`config.mk`:
```
export PLATFORM = sky130hd
export DESIGN_NAME = instruction_loader
export DESIGN_NICKNAME = d
export VERILOG_FILES = /design/src/rtl/instruction_loader.sv
export SDC_FILE = /design/constraint.sdc
export NUM_CORES = 1
export LEC_CHECK = 0
export CORE_ASPECT_RATIO = 0.9
export CORE_MARGIN = 2
export CORE_UTILIZATION = 25
export DETAILED_ROUTE_END_ITERATION = 8
export HOLD_SLACK_MARGIN = 0.03
export PLACE_DENSITY_LB_ADDON = 0.12
export RECOVER_POWER = 25
export SLEW_MARGIN = 0
export SYNTH_ARGS = -nofsm -noshare
export SYNTH_HDL_FRONTEND = slang
export SYNTH_SLANG_ARGS = --single-unit
```
`constraint.sdc`:
```
create_clock -name clk -period 3.1 [get_ports clk]
set_input_delay 0.465 -clock clk [delete_from_list [all_inputs] [get_ports clk]]
set_output_delay 0.465 -clock clk [all_outputs]
set_load 0.01 [all_outputs]
```
`src/rtl/instruction_loader.sv`:
```
// Instruction-memory writer: assembles a big-endian byte stream into 32-bit words and holds the CPU until loaded.
// Define LOADER_CHECKSUM_EN to require a trailing XOR checksum byte before the image is accepted.
module instruction_loader #(
  parameter int ADDR_WIDTH = 8
) (
  input  logic                  clk,
  input  logic                  reset,
  input  logic [7:0]            byteIn,
  input  logic                  byteValid,
  output logic                  byteReady,
  output logic                  memWrite,
  output logic [ADDR_WIDTH-1:0] memAddress,
  output logic [31:0]           memData,
  output logic                  cpuHold,
  output logic                  done,
  output logic                  error
);

  localparam logic [16:0] CAPACITY = 17'(2 ** ADDR_WIDTH);

  typedef enum logic [2:0] {
    COUNT_HI,
    COUNT_LO,
    DATA,
    WRITE,
`ifdef LOADER_CHECKSUM_EN
    CHECK,
`endif
    DONE,
    ERROR
  } state_t;

`ifdef LOADER_CHECKSUM_EN
  localparam state_t AFTER_LAST = CHECK;
`else
  localparam state_t AFTER_LAST = DONE;
`endif

  state_t                stateReg, stateNext;
  logic                  armedReg;
  logic [15:0]           countReg, countNext;
  logic [ADDR_WIDTH:0]   writtenReg, writtenNext;
  logic [ADDR_WIDTH-1:0] addrReg, addrNext;
  logic [31:0]           wordReg, wordNext;
  logic [1:0]            byteIdxReg, byteIdxNext;
  logic                  transfer;
`ifdef LOADER_CHECKSUM_EN
  logic [7:0]            xorReg, xorNext;
`endif

  always_ff @(posedge clk or posedge reset) begin
    if (reset) begin
      stateReg   <= COUNT_HI;
      armedReg   <= 1'b0;
      countReg   <= '0;
      writtenReg <= '0;
      addrReg    <= '0;
      wordReg    <= '0;
      byteIdxReg <= '0;
`ifdef LOADER_CHECKSUM_EN
      xorReg     <= '0;
`endif
    end else begin
      stateReg   <= stateNext;
      armedReg   <= 1'b1;
      countReg   <= countNext;
      writtenReg <= writtenNext;
      addrReg    <= addrNext;
      wordReg    <= wordNext;
      byteIdxReg <= byteIdxNext;
`ifdef LOADER_CHECKSUM_EN
      xorReg     <= xorNext;
`endif
    end
  end

  always_comb begin
    stateNext   = stateReg;
    countNext   = countReg;
    writtenNext = writtenReg;
    addrNext    = addrReg;
    wordNext    = wordReg;
    byteIdxNext = byteIdxReg;
    byteReady   = 1'b0;
    memWrite    = 1'b0;

    // Byte acceptance waits one clock after reset release so the source sees a clean start.
    case (stateReg)
      COUNT_HI, COUNT_LO, DATA: byteReady = armedReg;
`ifdef LOADER_CHECKSUM_EN
      CHECK:                    byteReady = armedReg;
`endif
      default:                  byteReady = 1'b0;
    endcase
    transfer = byteValid & byteReady;

`ifdef LOADER_CHECKSUM_EN
    xorNext = transfer ? (xorReg ^ byteIn) : xorReg;
`endif

    case (stateReg)
      COUNT_HI: begin
        if (transfer) begin
          countNext = {byteIn, countReg[7:0]};
          stateNext = COUNT_LO;
        end
      end
      COUNT_LO: begin
        if (transfer) begin
          countNext = {countReg[15:8], byteIn};
          if ({1'b0, countNext} > CAPACITY)
            stateNext = ERROR;
          else if (countNext == 16'd0)
            stateNext = AFTER_LAST;
          else
            stateNext = DATA;
        end
      end
      DATA: begin
        if (transfer) begin
          wordNext    = {wordReg[23:0], byteIn};
          byteIdxNext = byteIdxReg + 2'd1;
          if (byteIdxReg == 2'd3)
            stateNext = WRITE;
        end
      end
      WRITE: begin
        memWrite    = 1'b1;
        addrNext    = addrReg + ADDR_WIDTH'(1);
        writtenNext = writtenReg + (ADDR_WIDTH + 1)'(1);
        // The address counter wraps after the last slot; the count check keeps us from writing past it.
        stateNext   = (17'(writtenNext) == {1'b0, countReg}) ? AFTER_LAST : DATA;
      end
`ifdef LOADER_CHECKSUM_EN
      CHECK: begin
        if (transfer)
          stateNext = ((xorReg ^ byteIn) == 8'd0) ? DONE : ERROR;
      end
`endif
      DONE:    stateNext = DONE;
      ERROR:   stateNext = ERROR;
      default: stateNext = ERROR;
    endcase
  end

  assign memAddress = addrReg;
  assign memData    = wordReg;
  assign cpuHold    = (stateReg != DONE);
  assign done       = (stateReg == DONE);
  assign error      = (stateReg == ERROR);

endmodule

```
**After elaboration in Yosys (flattened, before gate mapping)**

Cells that the tools add are included.

- Register bits: 71
- Word-level logic and storage cells: 47

- Muxes and demuxes: 13
- Bitwise logic cells: 3
- Eq/ne operators: 12
- Add/sub/neg operators: 3
- Reductions and logical operators: 7
- $lt $le $gt $ge: 1

Operators with widths:

| kind | count |
|---|---|
| $pmux 16 s2 | 1 |
| $mux 3 | 7 |
| $eq 9x16->1 | 1 |
| $gt 16x9->1 const B | 1 |
| $logic_not 16->1 | 1 |
| $mux 16 | 1 |
| $pmux 3 s5 | 1 |
| $add 9x1->9 const B | 1 |
| $add 8x1->8 const B | 1 |
| $mux 8 | 1 |
| $ne 2x2->1 const B | 4 |
| $eq 3x2->1 const B | 2 |
| $eq 3x3->1 const B | 2 |
| $reduce_and 3->1 | 2 |
| $reduce_and 4->1 | 1 |
| $eq 3x1->1 const B | 1 |
| $logic_not 3->1 | 1 |
| $ne 3x3->1 const B | 1 |
| $reduce_or 3->1 | 1 |
| $add 2x1->2 const B | 1 |
| $eq 2x2->1 const B | 1 |
| $mux 1 | 2 |
| $not 1->1 | 2 |
| $reduce_and 2->1 | 1 |
| $and 1x1->1 | 1 |

**Longest topological paths before layout**

Gate-level depths: netlist of the first run.

- Depth after elaboration: 6
- Gate-level depth with buffers: 7
- Mapped depth without buffers: 6

**Worst setup path before layout of the first run**

OpenSTA, ideal clock, no wires.

- Kind: register -> register
- Start: reg writtenReg[0]
- End: reg stateReg[1]
- Clock period less this slack: 1,967 ps
- Setup slack: 1,133 ps
- Data required time: 2,953 ps
- Data arrival time: 1,820 ps
- Setup time: 147 ps
- Path buffers: 1
- Cell stages (with the launch flop): 8
- Cell sequence: dfrtp_1 -> ha_1 -> buf_2 -> xor3_1 -> o41ai_1 -> a31oi_1 -> a2111oi_2 -> a311oi_1

- Cells in the longest elaborated chain, start to end: 4

RTL lines:

| item | RTL line | text |
|---|---|---|
| start: declaration | 42 | `logic [ADDR_WIDTH:0] writtenReg, writtenNext;` |
| start signal: assignment | 67 | `writtenReg <= writtenNext;` |
| $add 9x1->9 | 130 | `writtenNext = writtenReg + (ADDR_WIDTH + 1)'(1);` |
| $eq 9x16->1 | 132 | `stateNext = (17'(writtenNext) == {1'b0, countReg}) ? AFTER_LAST : DATA;` |
| $mux 3 | 132 |  |
| $pmux 3 s5 | 101 | `case (stateReg)` |
| end signal: assignment | 64 | `stateReg <= stateNext;` |
| end: declaration | 39 | `state_t stateReg, stateNext;` |

No other way between the ends.
A chain may end at the register's enable or synchronous reset.

**Worst setup path after layout of the first run**

Ends and elaborated chain as after synthesis.

==> results by group, run 1 <==
STA
  • Finish-stage setup viols: 0
  • Peak Freq: 434 MHz
  • Final worst clock skew: 0.00804 ns
  • Worst slew margin relative to its limit: 0.158
  • Crit share post-route: 0.744
  • Number of hold-slack violations in the final timing report: 0
  • Final Max Tran Viols: 0
  • Final critical path time including I/O delays and setup: 2.31 ns
  • Transition time of the tightest slew-check pin: 1.26 ns
  • Worst Hold Margin: 0.470 ns
  • Unrepaired setup endpoints after global routing: no
  • Setup total negative slack: 0 ns

Detailed routing
  • Per-cell routed wire length: 14.7 um
  • DR DRC count: 0
  • Pre-antenna DRT Iters: 4
  • Starting DRC count in detailed routing: 92
  • Total Wirelength: 7.28 mm
  • Routed via count divided by cell count: 4.50
  • ANT nets after route: 0
  • Vias post-DR: 2234

Logic synthesis
  • XOR/XNOR Fraction of Synth Area: 0.0759
  • Number of flops mapped to enable cells by yosys: 0
  • Share of synthesized area spent on multiplexers: 0.149
  • Count of yosys warnings during synthesis: 0
  • Post-synthesis cell type with the largest combined area: sky130_fd_sc_hd__dfrtp_1
  • Post-Synthesis Net Count: 284
  • Gate count after technology mapping: 270
  • Average footprint of a synthesized cell: 12.3 um^2
  • Netlist area before placement: 3310 um^2
  • Ys async rst share: 1.00
  • Fraction of the yosys area taken by sequential cells: 0.536
  • Most numerous cell in the Yosys netlist: sky130_fd_sc_hd__dfrtp_1
  • Leading post-synthesis cells by cell area: sky130_fd_sc_hd__dfrtp_1, sky130_fd_sc_hd__mux2_2, sky130_fd_sc_hd__xnor2_1
  • Commonest cells in the synthesized netlist: sky130_fd_sc_hd__dfrtp_1, sky130_fd_sc_hd__mux2_2, sky130_fd_sc_hd__xnor2_1
  • Post-synthesis cell type count: 53
  • Main synth FF type: sky130_fd_sc_hd__dfrtp_1
  • FF+latch count, synth: 71
  • Proportion of netlist area held by the largest area contributor: 0.536
  • Arithmetic-cell share of the synthesized area counting full adders, half adders and majority gates: 0.0113
  • Synthesized-area fraction occupied by and/or/nand/nor cells: 0.129
  • Main combinational cell family by area after synthesis: multiplexers
  • Fraction of the mapped netlist area in compound gates: 0.0657

Clocking
  • Post-CTS Setup Bufs: 0
  • Gates resized, CTS repair: 0
  • Worst-Skew Late Latency: 0.33 ns
  • Clk buf depth: 2
  • Clock tree from TritonCTS: done
  • Count of hold-fix buffers inserted at cts: 0
  • Count of H-tree levels built during CTS: 3
  • Clock-pin slew on the worst setup and hold paths: 0.06 ns
  • CTS sink cnt: 71
  • Num CTS Buffers: 9
  • Clock root buffer: sky130_fd_sc_hd__clkbuf_16

Place
  • Final GP Congestion: 0.778
  • Quantity of I/O buffers inserted on ports: 55
  • Placed wire-length estimate: 5.06 mm

Cells and area
  • Area used by multi-input combinational logic: 1440 um^2
  • Number of nets in the final layout: 341
  • Fillers: 1309
  • Area Growth Syn to Fin: 31.5%
  • Count of antenna diodes in the layout: 0
  • Storage cell area: 1780 um^2
  • Fraction of final layout cells sized beyond drive strength 1: 0.202

Global routing
  • Met2 track utilization from global routing: 0.164
  • Number of global-route vias before repair: 2282
  • Grt peak-use layer: met2
  • Total global-route track usage: 0.109
  • Largest net degree at the start of global routing: 43
  • Global-route wire length before repair: 12.0 mm
  • Remaining global-route overflow: 0
  • Met1 track demand over resource in global routing: 0.144
  • GR Util met3: 0.0317
  • Initial antenna violation count: 0

Die
  • Core Rows: 39
  • Die height: 113 um
  • Core Area: 12800 um^2
  • Total die area: 14200 um^2
  • Die span in x: 125 um
  • Number of ports placed on the die boundary: 56
  • Initial core utilization: 0.258

Worst setup path
  • End of the worst register-to-register path: stateReg[1]
  • Crit start category: flip-flop
  • Data required time of the worst path: 3.28 ns
  • Path depth of the worst reg2reg path: 6
  • Worst R2R Start: writtenReg[0]
  • Start-to-end type of the worst setup path: flip-flop to flip-flop
  • Largest fanout on the critical path: 9
  • CP Capture Type: flip-flop
  • Worst setup slack for register-to-register paths: 0.79 ns
  • Critical path arrival: 2.49 ns

Worst hold path
  • Endpoint, Worst Hold: memAddress[7]
  • Worst Min Path Start: memAddress[7]
  • Class of the most critical hold timing path: flip-flop to flip-flop
  • Hold-critical path depth: 1

Run status
  • Status: finished, final reports clean

Power and ir drop
  • Total Power: 0.00268 W
  • Static leakage: 1.91 nW
  • Peak VDD IR: 266 uV
  • P per Cell Area: 615 nW/um^2

Run
  • Max-cap check violation count: 0
cells by family after synthesis:
logic type,after synthesis
compound gates,31
xor+xnor,27
fa+ha+maj,3
buf+inv,25
flops,71
mux,44
other cells,1
simple gates,68
sequential cells by signal, indices dropped and copies added (netlist names):
| name | flops |
|---|---|
| armedReg | 1 |
| byteIdxReg | 2 |
| countReg | 16 |
| memAddress | 8 |
| memData | 32 |
| stateReg | 3 |
| writtenReg | 9 |
metal layers:
metal | wire [um] | up-vias
met5 | 0 | -
met4 | 153 | 0
met3 | 254 | 10
met2 | 3340 | 40
met1 | 3530 | 1104
li1 | - | 1080
report_power, final:
part / leakage [nW] / switching (W) / internal [W]
clock network: 0.140 / 0.000383 / 0.000644
logic: 0.816 / 0.000210 / 0.000237
registers: 0.956 / 0.000158 / 0.00104
total: 1.91 / 0.000752 / 0.00193
critical path: stages, from the launching register on:
cell	delay [ns]
sky130_fd_sc_hd__dfrtp_1	0.46
sky130_fd_sc_hd__ha_1	0.43
sky130_fd_sc_hd__xor3_1	0.49
sky130_fd_sc_hd__o41ai_1	0.25
sky130_fd_sc_hd__a31oi_1	0.10
sky130_fd_sc_hd__a2111oi_2	0.30
sky130_fd_sc_hd__a311oi_1	0.14
worst max path at each step:
| stage | from | to | slack, ns | cells after the start |
|---|---|---|---|---|
| 5_1_grt | writtenReg[0] | stateReg[1] | 0.58 | 6 |
| 3_5_place_dp | byteIn[2] | stateReg[1] | 0.64 | 6 |
| 4_1_cts | writtenReg[0] | stateReg[1] | 0.79 | 6 |
| 2_1_floorplan | reset | armedReg | 0.84 | 1 |
| 6_report | writtenReg[0] | stateReg[1] | 0.79 | 6 |
| 3_3_place_gp | byteIn[2] | stateReg[1] | 0.65 | 6 |
cells in the final DEF (no fill, tap or decap), drive strengths merged, types with 4 or more instances in the layout:
cell,netlist,layout
nand2,11,11
inv,11,11
nor4,5,5
nand3,13,13
clkdlybuf4s50,0,54
xnor2,14,14
xor2,12,12
mux2,43,43
buf,8,5
o21ai,10,10
nor3,4,4
nor2,8,8
clkbuf,6,13
dfrtp,71,71
nand4,4,4
metrics by stage:
| step | worst slack [ns] | utilization | cells | cell area (um^2) |
|---|---|---|---|---|
| 2_1_floorplan | 0.838 | - | 270 | 3310 |
| 3_3_place_gp | 0.655 | 0.317 | 480 | 4060 |
| 3_5_place_dp | 0.635 | 0.317 | 480 | 4060 |
| 4_1_cts | 0.790 | 0.339 | 496 | 4360 |
| 5_1_grt | 0.575 | 0.339 | 496 | 4360 |
| 6_report | 0.794 | 0.339 | 496 | 4360 |
final cells by class:
type,count,area share
clock buffer,13,0.0575
tap,164,0.0471
timing repair buffer,60,0.138
clock inverter,3,0.00977
inverter,11,0.00948
multi-input combinational,174,0.330
sequential,71,0.408
(Power assumes the default switching activity.)
==> run 2: changes to the inputs <==
- clock period: 3.1 -> 2.2 ns (I/O delays scaled with it)
==> run 2 against run 1 <==
Net effect:
- total power up 40%
- cell area up 2.7%
- critical path type is now flip-flop to primary output
- cell count up 3.4%
- worst hold slack worse by 0.0053 ns
- via count up 1.0%
==> results by group, run 2 (synthesis results as in run 1) <==
Worst setup path
  • Buffer and inverter count on the worst path: 1 (was 0)
  • End of the worst register-to-register path: stateReg[1] (unchanged)
  • Worst setup slack for register-to-register paths: 0.19 ns (was 0.79 ns)
  • Worst setup path startpoint: stateReg[2] (was writtenReg[0])
  • Worst R2R Start: writtenReg[0] (unchanged)
  • Crit start category: flip-flop (unchanged)
  • Worst path top cell family by delay: buffers and inverters (was compound AO/OA/AOI/OAI gates)
  • CP Capture Type: primary output (was flip-flop)
  • Critical path arrival: 1.77 ns (was 2.49 ns)
  • Biggest cell delay along the critical path: 0.59 ns (was 0.49 ns)
  • Crit path cell chain: and3b_1 > clkdlybuf4s50_1 (was ha_1 > xor3_1 > o41ai_1 > a31oi_1 > a2111oi_2 > a311oi_1)
  • Start-to-end type of the worst setup path: flip-flop to primary output (was flip-flop to flip-flop)
  • Path depth of the worst reg2reg path: 7 (was 6)
  • Slowest library cell on the worst path: sky130_fd_sc_hd__clkdlybuf4s50_1 (was sky130_fd_sc_hd__xor3_1)
  • CP Capture Point: memWrite (was stateReg[1])
  • Crit. path cell count: 2 (was 6)
  • Largest fanout on the critical path: 10 (was 9)
  • Data required time of the worst path: 1.87 ns (was 3.28 ns)

Place
  • Quantity of I/O buffers inserted on ports: 55 (unchanged)
  • Final GP Congestion: 0.787 (was 0.778)
  • Cell count after placement: 497 (was 480)
  • Placed wire-length estimate: 5.17 mm (was 5.06 mm)
  • Pre-CTS WS: -0.0741 ns (was 0.635 ns)

Cells and area
  • Fillers: 1281 (was 1309)
  • Commonest non-fill, non-tap cells in the layout: sky130_fd_sc_hd__dfrtp_1, sky130_fd_sc_hd__clkdlybuf4s50_1, sky130_fd_sc_hd__mux2_2, sky130_fd_sc_hd__buf_4, sky130_fd_sc_hd__xnor2_1 (was sky130_fd_sc_hd__dfrtp_1, sky130_fd_sc_hd__clkdlybuf4s50_1, sky130_fd_sc_hd__mux2_2, sky130_fd_sc_hd__xnor2_1, sky130_fd_sc_hd__nand3_1)
  • Area used by multi-input combinational logic: 1440 um^2 (unchanged)
  • Fraction of final layout cells sized beyond drive strength 1: 0.238 (was 0.202)
  • Count of antenna diodes in the layout: 0 (unchanged)
  • Number of nets in the final layout: 358 (was 341)
  • Storage cell area: 1780 um^2 (unchanged)
  • Number of flip-flops under the largest register name: 32 (unchanged)
  • Area Growth Syn to Fin: 35.0% (was 31.5%)
  • Non-filler cells in the finished layout: 513 (was 496)
  • Most common library cell in the layout ignoring fill and taps: sky130_fd_sc_hd__dfrtp_1 (unchanged)

Clocking
  • CTS sink cnt: 71 (unchanged)
  • Gates resized, CTS repair: 0 (unchanged)
  • Clock tree from TritonCTS: done (unchanged)
  • Count of H-tree levels built during CTS: 3 (unchanged)
  • Clock root buffer: sky130_fd_sc_hd__clkbuf_16 (unchanged)
  • Post-CTS Setup Bufs: 0 (unchanged)
  • Num CTS Buffers: 9 (unchanged)
  • Clk buf depth: 2 (unchanged)
  • Count of hold-fix buffers inserted at cts: 0 (unchanged)
  • Worst-Skew Late Latency: 0.33 ns (about the same)
  • Clock-pin slew on the worst setup and hold paths: 0.05 ns (was 0.06 ns)

Die
  • Core Area: 12800 um^2 (unchanged)
  • Die height: 113 um (unchanged)
  • Die span in x: 125 um (unchanged)
  • Core Rows: 39 (unchanged)
  • Total die area: 14200 um^2 (unchanged)
  • Number of ports placed on the die boundary: 56 (unchanged)
  • Initial core utilization: 0.258 (unchanged)

Power and ir drop
  • Total Power: 0.00374 W (was 0.00268 W)
  • Peak VDD IR: 302 uV (was 266 uV)
  • P per Cell Area: 837 nW/um^2 (was 615 nW/um^2)
  • Static leakage: 1.99 nW (was 1.91 nW)

STA
  • Finish-stage setup viols: 0 (unchanged)
  • Unrepaired setup endpoints after global routing: no (unchanged)
  • Final Max Tran Viols: 0 (unchanged)
  • Worst Hold Margin: 0.465 ns (was 0.470 ns)
  • Final worst clock skew: 0.00435 ns (was 0.00804 ns)
  • Crit share post-route: 0.955
  • Peak Freq: 476 MHz
  • Final worst-path setup slack: 0.0988 ns (was 0.794 ns)
  • Transition time of the tightest slew-check pin: 0.981 ns (was 1.26 ns)
  • Number of hold-slack violations in the final timing report: 0 (unchanged)
  • Final critical path time including I/O delays and setup: 2.10 ns
  • Worst slew margin relative to its limit: 0.346 (was 0.158)

Detailed routing
  • Total Wirelength: 7.27 mm (was 7.28 mm)
  • Per-cell routed wire length: 14.2 um (was 14.7 um)
  • DR DRC count: 0 (unchanged)
  • ANT nets after route: 0 (unchanged)
  • Routed via count divided by cell count: 4.40 (was 4.50)
  • Pre-antenna DRT Iters: 4 (unchanged)
  • Vias post-DR: 2257 (was 2234)
  • Starting DRC count in detailed routing: 119 (was 92)

Global routing
  • Total global-route track usage: 0.112 (was 0.109)
  • Remaining global-route overflow: 0 (unchanged)
  • Number of global-route vias before repair: 2375 (was 2282)
  • Global-route wire length before repair: 12.3 mm (was 12.0 mm)
  • Initial antenna violation count: 0 (unchanged)
  • Largest net degree at the start of global routing: 72 (was 43)

Worst hold path
  • Class of the most critical hold timing path: flip-flop to flip-flop (unchanged)

Run status
  • Status: finished, final reports clean (unchanged)

Run
  • Max-cap check violation count: 0 (unchanged)
## run 2: changes by cell type in the layout (fill, tap and decap cells not counted)
cell                         delta
sky130_fd_sc_hd__clkinvlp_4     -1
sky130_fd_sc_hd__clkbuf_4       +1
sky130_fd_sc_hd__inv_1          -1
sky130_fd_sc_hd__clkinv_1       +1
sky130_fd_sc_hd__clkbuf_1       +1
sky130_fd_sc_hd__clkbuf_8       -1
sky130_fd_sc_hd__clkinv_4       +1
sky130_fd_sc_hd__buf_4         +16
## run 2: final cells by class
class / instances / area share
flip-flops and latches: 71 / 0.397
clock inverters: 3 / 0.00979
clock buffers: 13 / 0.0537
well taps: 164 / 0.0459
inverters: 11 / 0.00923
multi-input cells: 174 / 0.322
repair buffers: 77 / 0.163
## run 2: metal layers
layer	GRT usage	vias to the layer above	routed length (um)
met2	0.169	34	3190
met1	0.150	1097	3700
met3	0.0331	10	240
met4	0.0467	0	139
li1	-	1116	-
met5	0	-	0
## run 2: worst min path at each step
stage                             start             to  slack (ns)  depth (start not counted)
after CTS                         reset    memData[22]        0.41                          3
after global routing      memAddress[7]  memAddress[7]        0.50                          1
after global placement    memAddress[7]  memAddress[7]        0.46                          1
final                     memAddress[7]  memAddress[7]        0.46                          1
after floorplan           byteIdxReg[0]  byteIdxReg[0]        0.45                          1
after detailed placement  memAddress[7]  memAddress[7]        0.46                          1
## run 2: power by group
part | internal (W) | switching (W) | total [W]
Clock | 0.000879 | 0.000526 | 0.00140
Sequential | 0.00147 | 0.000211 | 0.00168
Combinational | 0.000349 | 0.000307 | 0.000657
## run 2: through the flow
step	cell area (um^2)	utilization	TNS [ns]
2_1_floorplan	3310	-	0
3_3_place_gp	4200	0.327	-0.109
3_5_place_dp	4200	0.327	-0.137
4_1_cts	4490	0.350	0
5_1_grt	4470	0.349	0
6_report	4470	0.349	0
==> variant 1 (config.mk and constraints of run 2) <==
Build with the macro `LOADER_CHECKSUM_EN` defined.
--- a/src/rtl/instruction_loader.sv
+++ b/src/rtl/instruction_loader.sv
@@ -1,4 +1,6 @@
 // Instruction-memory writer: assembles a big-endian byte stream into 32-bit words and holds the CPU until loaded.
 // Define LOADER_CHECKSUM_EN to require a trailing XOR checksum byte before the image is accepted.
+`define LOADER_CHECKSUM_EN
+
 module instruction_loader #(
   parameter int ADDR_WIDTH = 8
Check against the original RTL: not equivalent (a bounded check fails within 4 cycles, from zero or initial values and one cycle with reset high).
==> variant 1 against run 2 <==
Via count is 7.7% higher; sequential cell count is 8 higher; count of clock-buffer cells in the layout is 3 lower; cell area is 7.6% higher; wire length is 11% higher; first-iteration DRC count is 27% lower; synthesized area is 9.3% higher; worst setup slack better by 0.041 ns.
Power is not compared: it rests on default switching activity, and its combinational part moved more than twofold at a synthesized area within 25%.
==> variant 1: results (changes against run 2) <==
stage	metric	value	unit	change
synth	yosys-top-cells-count	dfrtp_1 (79), nand2_1 (37), mux2_2 (35)		was dfrtp_1 (71), mux2_2 (42), xnor2_1 (14)
place	pre_cts_ws	0.07663	ns	was -0.07415 ns
drt	route.met3.wl	260	um	was 240 um
cells_and_area	multi_input_cells	201		was 174
synth	yosys.area.top_type_share	0.5458		was 0.5363
cells_and_area	fillers	1419		was 1281
run_status	status	complete, no violations		unchanged
cells_and_area	drive_above_1_share	0.2095		was 0.2378
drt	vias	2431		was 2257
cells_and_area	layout.nonclk_buf_frac	0.1473		was 0.1628
drt	via_per_inst	4.265		was 4.400
timing	skew	0.004543	ns	was 0.004352 ns
place	placed_area	4484	sq um	was 4203 sq um
cells_and_area	nNonClkBuffers	75		was 77
drt	wirelength	8069	um	was 7267 um
synth	yosysSeqAreaShare	0.5458		was 0.5363
grt	grt_max_degree	53		was 72
drt	drt_iter0_markers	87		was 119
timing	slew-limit-headroom	0.4271		was 0.3457
grt	grt_pass1_wl	13570	um	was 12340 um
cells_and_area	inverters	6		was 11
drt	wl_met1	4075	um	was 3697 um
cells_and_area	nClkBuffers	10		was 13
cells_and_area	seqAreaFraction	0.4111		was 0.3971
synth	synth_cell_types	40		was 53
synth	postSynthCellCount	300		was 270
==> variant 1: metal layers <==
layer / vias up / track usage
li1: 1196 / -
met2: 36 / 0.1582
met3: 11 / 0.02445
met4: 0 / 0.05186
met1: 1188 / 0.1690
met5: - / 0
==> variant 1: cell families (layout without fill, tap and decap cells) <==
family,count (synthesis),count (layout),share of synthesized area
AOI/OAI and AO/OA,30,30,0.05596
xor gates and xnor gates,42,42,0.1057
adders and majority gates,3,3,0.01036
buffers and inverters,20,97,0.03627
DFF,79,79,0.5458
muxes,43,43,0.1337
other,1,1,0.001035
and+or+nand+nor,82,82,0.1112
==> variant 1: power groups by stage <==
| stage | logic (uW) | clock network [uW] | registers, uW |
|---|---|---|---|
| after floorplan | 35.9 | 0 | 1480 |
| after global placement | 103 | 0 | 1480 |
| after detailed placement | 102 | 0 | 1480 |
| after CTS | 102 | 1790 | 1450 |
| after global routing | 105 | 1850 | 1450 |
| final | 92.7 | 1720 | 1450 |
==> variant 1: worst paths after layout <==
kind,depth (start not counted),end,slack [ns],from
max reg2reg,6,stateReg[1]$_DFFE_PP0P_,0.18,writtenReg[1]$_DFFE_PP0P_
max,4,byteReady,0.14,stateReg[1]$_DFFE_PP0P_
max in group asynchronous,3,xorReg[7]$_DFFE_PP0P_,0.56,reset
min reg2reg,1,memAddress[7]$_DFFE_PP0P_,0.48,memAddress[7]$_DFFE_PP0P_
min,1,memAddress[7]$_DFFE_PP0P_,0.48,memAddress[7]$_DFFE_PP0P_
min in group asynchronous,2,countReg[4]$_DFFE_PP0P_,0.49,reset
==> variant 1: worst max-delay path: stages, from the launching register on <==
cell	delay [ns]
dfrtp_2	0.47
nand2_1	0.15
a21oi_1	0.11
nor2b_1	0.12
clkdlybuf4s50_1	0.54
==> variant 2 (config.mk and constraints of run 2) <==
Without the edit above. Reset style: synchronous (`reset`), changed in one clocked block.
--- a/src/rtl/instruction_loader.sv
+++ b/src/rtl/instruction_loader.sv
@@ -49,5 +49,5 @@
 `endif
 
-  always_ff @(posedge clk or posedge reset) begin
+  always_ff @(posedge clk) begin
     if (reset) begin
       stateReg   <= COUNT_HI;
Check against the original RTL: differs if reset is asserted again (counterexample within 4 cycles, from zero or initial values and one cycle with reset high); with reset held inactive, the same outputs for 10 cycles.
==> variant 2 against run 2 <==
Synthesized area down 9.1%; sequential cell count unchanged; worst setup slack better by 0.040 ns; synthesized cell count up 37%; cell area down 7.4%; wire length up 11%; count of clock-buffer cells in the layout down 1; largest cell class is now multi-input gates.
Power is not compared: it rests on default switching activity, and its combinational part moved more than twofold at a synthesized area within 25%.
==> variant 2: results (changes against run 2) <==
stage	metric	value	unit	change
synth	synthFlopType	dfxtp_1		was dfrtp_1
synth	synth_fp_nets	383		was 284
drt	drt_iter0_markers	198		was 119
critical_path	r2r_start	countReg[12]$_SDFFE_PP0P_		was writtenReg[0]$_DFFE_PP0P_
grt	grt_pass1_vias	2505		was 2375
grt	grt_pass1_wl	13010	um	was 12340 um
cells_and_area	fillers	1263		was 1281
critical_path	rr_endpoint	stateReg[1]$_SDFFE_PP0P_		was stateReg[1]$_DFFE_PP0P_
synth	yosys.area.top_type_share	0.4722		was 0.5363
critical_path	max_stage_delay	0.55	ns	was 0.59 ns
synth	synth_cell_types	42		was 53
cells_and_area	drive_above_1_share	0.1018		was 0.2378
hold_path	hp-start	memData[25]$_SDFFE_PP0P_		was memAddress[7]$_DFFE_PP0P_
place	pre_cts_ws	-0.2028	ns	was -0.07415 ns
run_status	status	complete, no violations		unchanged
hold_path	hold_depth	2		was 1
synth	yosys-top-cells-count	nand2_1 (90), dfxtp_1 (71), a21oi_1 (46)		was dfrtp_1 (71), mux2_2 (42), xnor2_1 (14)
critical_path	critPathLaunch	byteIn[1]		was stateReg[2]$_DFFE_PP0P_
critical_path	r2r_slack	0.16	ns	was 0.19 ns
drt	wirelength	8050	um	was 7267 um
critical_path	arrival	2.31	ns	was 1.77 ns
synth	yosysSeqAreaShare	0.4722		was 0.5363
timing	slew-limit-headroom	0.5213		was 0.3457
drt	vias	2719		was 2257
timing	skew	0.005142	ns	was 0.004352 ns
timing	hold_ws	0.4498	ns	was 0.4646 ns
place	gp_congestion	0.7354		was 0.7868
critical_path	path_delay_family	simple AND/OR/NAND/NOR gates		was buffers and inverters
critical_path	slowest_stage	or4_1		was clkdlybuf4s50_1
synth	ys_top_cells_by_area	dfxtp_1 (47%), nand2_1 (11%), a21oi_1 (7.6%), xor2_1 (4.1%), nor2_1 (4.0%)		was dfrtp_1 (54%), mux2_2 (14%), xnor2_1 (3.7%), xor2_1 (3.2%), nand3_1 (2.0%)
grt	grt.total_usage	0.1289		was 0.1117
critical_path	crit_fanout	2		was 10
critical_path	reg2regPathDepth	7		unchanged
place	hpwl	5631	um	was 5167 um
## variant 2: cell types whose count changed in the layout (fill, tap and decap cells not counted), sizes merged, moves of 6 or more
cell,before,now
mux2i,1,8
dfrtp,71,0
a21oi,3,46
mux2,43,0
o21ai,10,4
clkdlybuf4s50,54,46
dfxtp,0,71
nand2,11,90
nor2,8,32
dlygate4sd3,1,8
## variant 2: metrics by stage
stage / setup TNS [ns] / power [uW] / cells / utilization / area [sq um]
5_1_grt: 0 / 2992 / 602 / 0.3484 / 4141
6_report: 0 / 2863 / 602 / 0.3484 / 4141
4_1_cts: 0 / 2930 / 602 / 0.3501 / 4161
3_3_place_gp: -0.3118 / 1519 / 586 / 0.3260 / 3875
2_1_floorplan: 0 / 1430 / 369 / - / 3010
3_5_place_dp: -0.3425 / 1519 / 586 / 0.3260 / 3875
## variant 2: worst max path at each step
stage                                          end  slack (ns)  cells after the start
after floorplan           stateReg[1]$_SDFFE_PP0P_        0.32                      5
after global placement    stateReg[1]$_SDFFE_PP0P_       -0.20                      6
after detailed placement  stateReg[1]$_SDFFE_PP0P_       -0.20                      6
after CTS                                     done        0.06                      4
after global routing      stateReg[2]$_SDFFE_PP0P_        0.01                      7
final                     stateReg[1]$_SDFFE_PP0P_        0.14                      6
## variant 2: cell type report
| class | count | area share |
|---|---|---|
| Sequential cell | 71 | 0.3435 |
| Timing Repair Buffer | 77 | 0.1731 |
| Inverter | 7 | 0.006344 |
| Multi-Input combinational cell | 271 | 0.3595 |
| Clock inverter | 4 | 0.007251 |
| Clock buffer | 12 | 0.06193 |
| Tap cell | 160 | 0.04834 |
## variant 2: cells by family after synthesis
| kind of cell | count (synthesis) | share of synthesized area |
|---|---|---|
| AND/OR/NAND/NOR | 168 | 0.2498 |
| flip-flops | 71 | 0.4722 |
| AO/OA/AOI/OAI | 65 | 0.1264 |
| XOR/XNOR | 27 | 0.07855 |
| buffers and inverters | 27 | 0.03408 |
| multiplexers | 8 | 0.02660 |
| adder cells (fa/ha/maj) | 3 | 0.01247 |
## variant 2: power groups by stage
stage	clock network, uW	registers (uW)	logic, uW
floorplan	0	1340	91.5
global placement	0	1340	174
detailed placement	0	1350	174
CTS	1440	1320	174
global route	1490	1320	187
finish	1380	1320	170
## variant 2: worst reg2reg max path: cells and delay by family (launching register included)
family,cells,cell delay (ns)
and+or+nand+nor,4,1.18
buffers and inverters,2,0.36
AOI/OAI and AO/OA,1,0.05
DFF,1,0.32
## variant 2: metal layers
metal | share of wire | vias to the layer above | track usage
met5 | 0 | - | 0
li1 | - | 1385 | -
met3 | 0.040 | 7 | 0.03217
met4 | 0.012 | 0 | 0.05042
met2 | 0.44 | 57 | 0.1808
met1 | 0.51 | 1270 | 0.1876
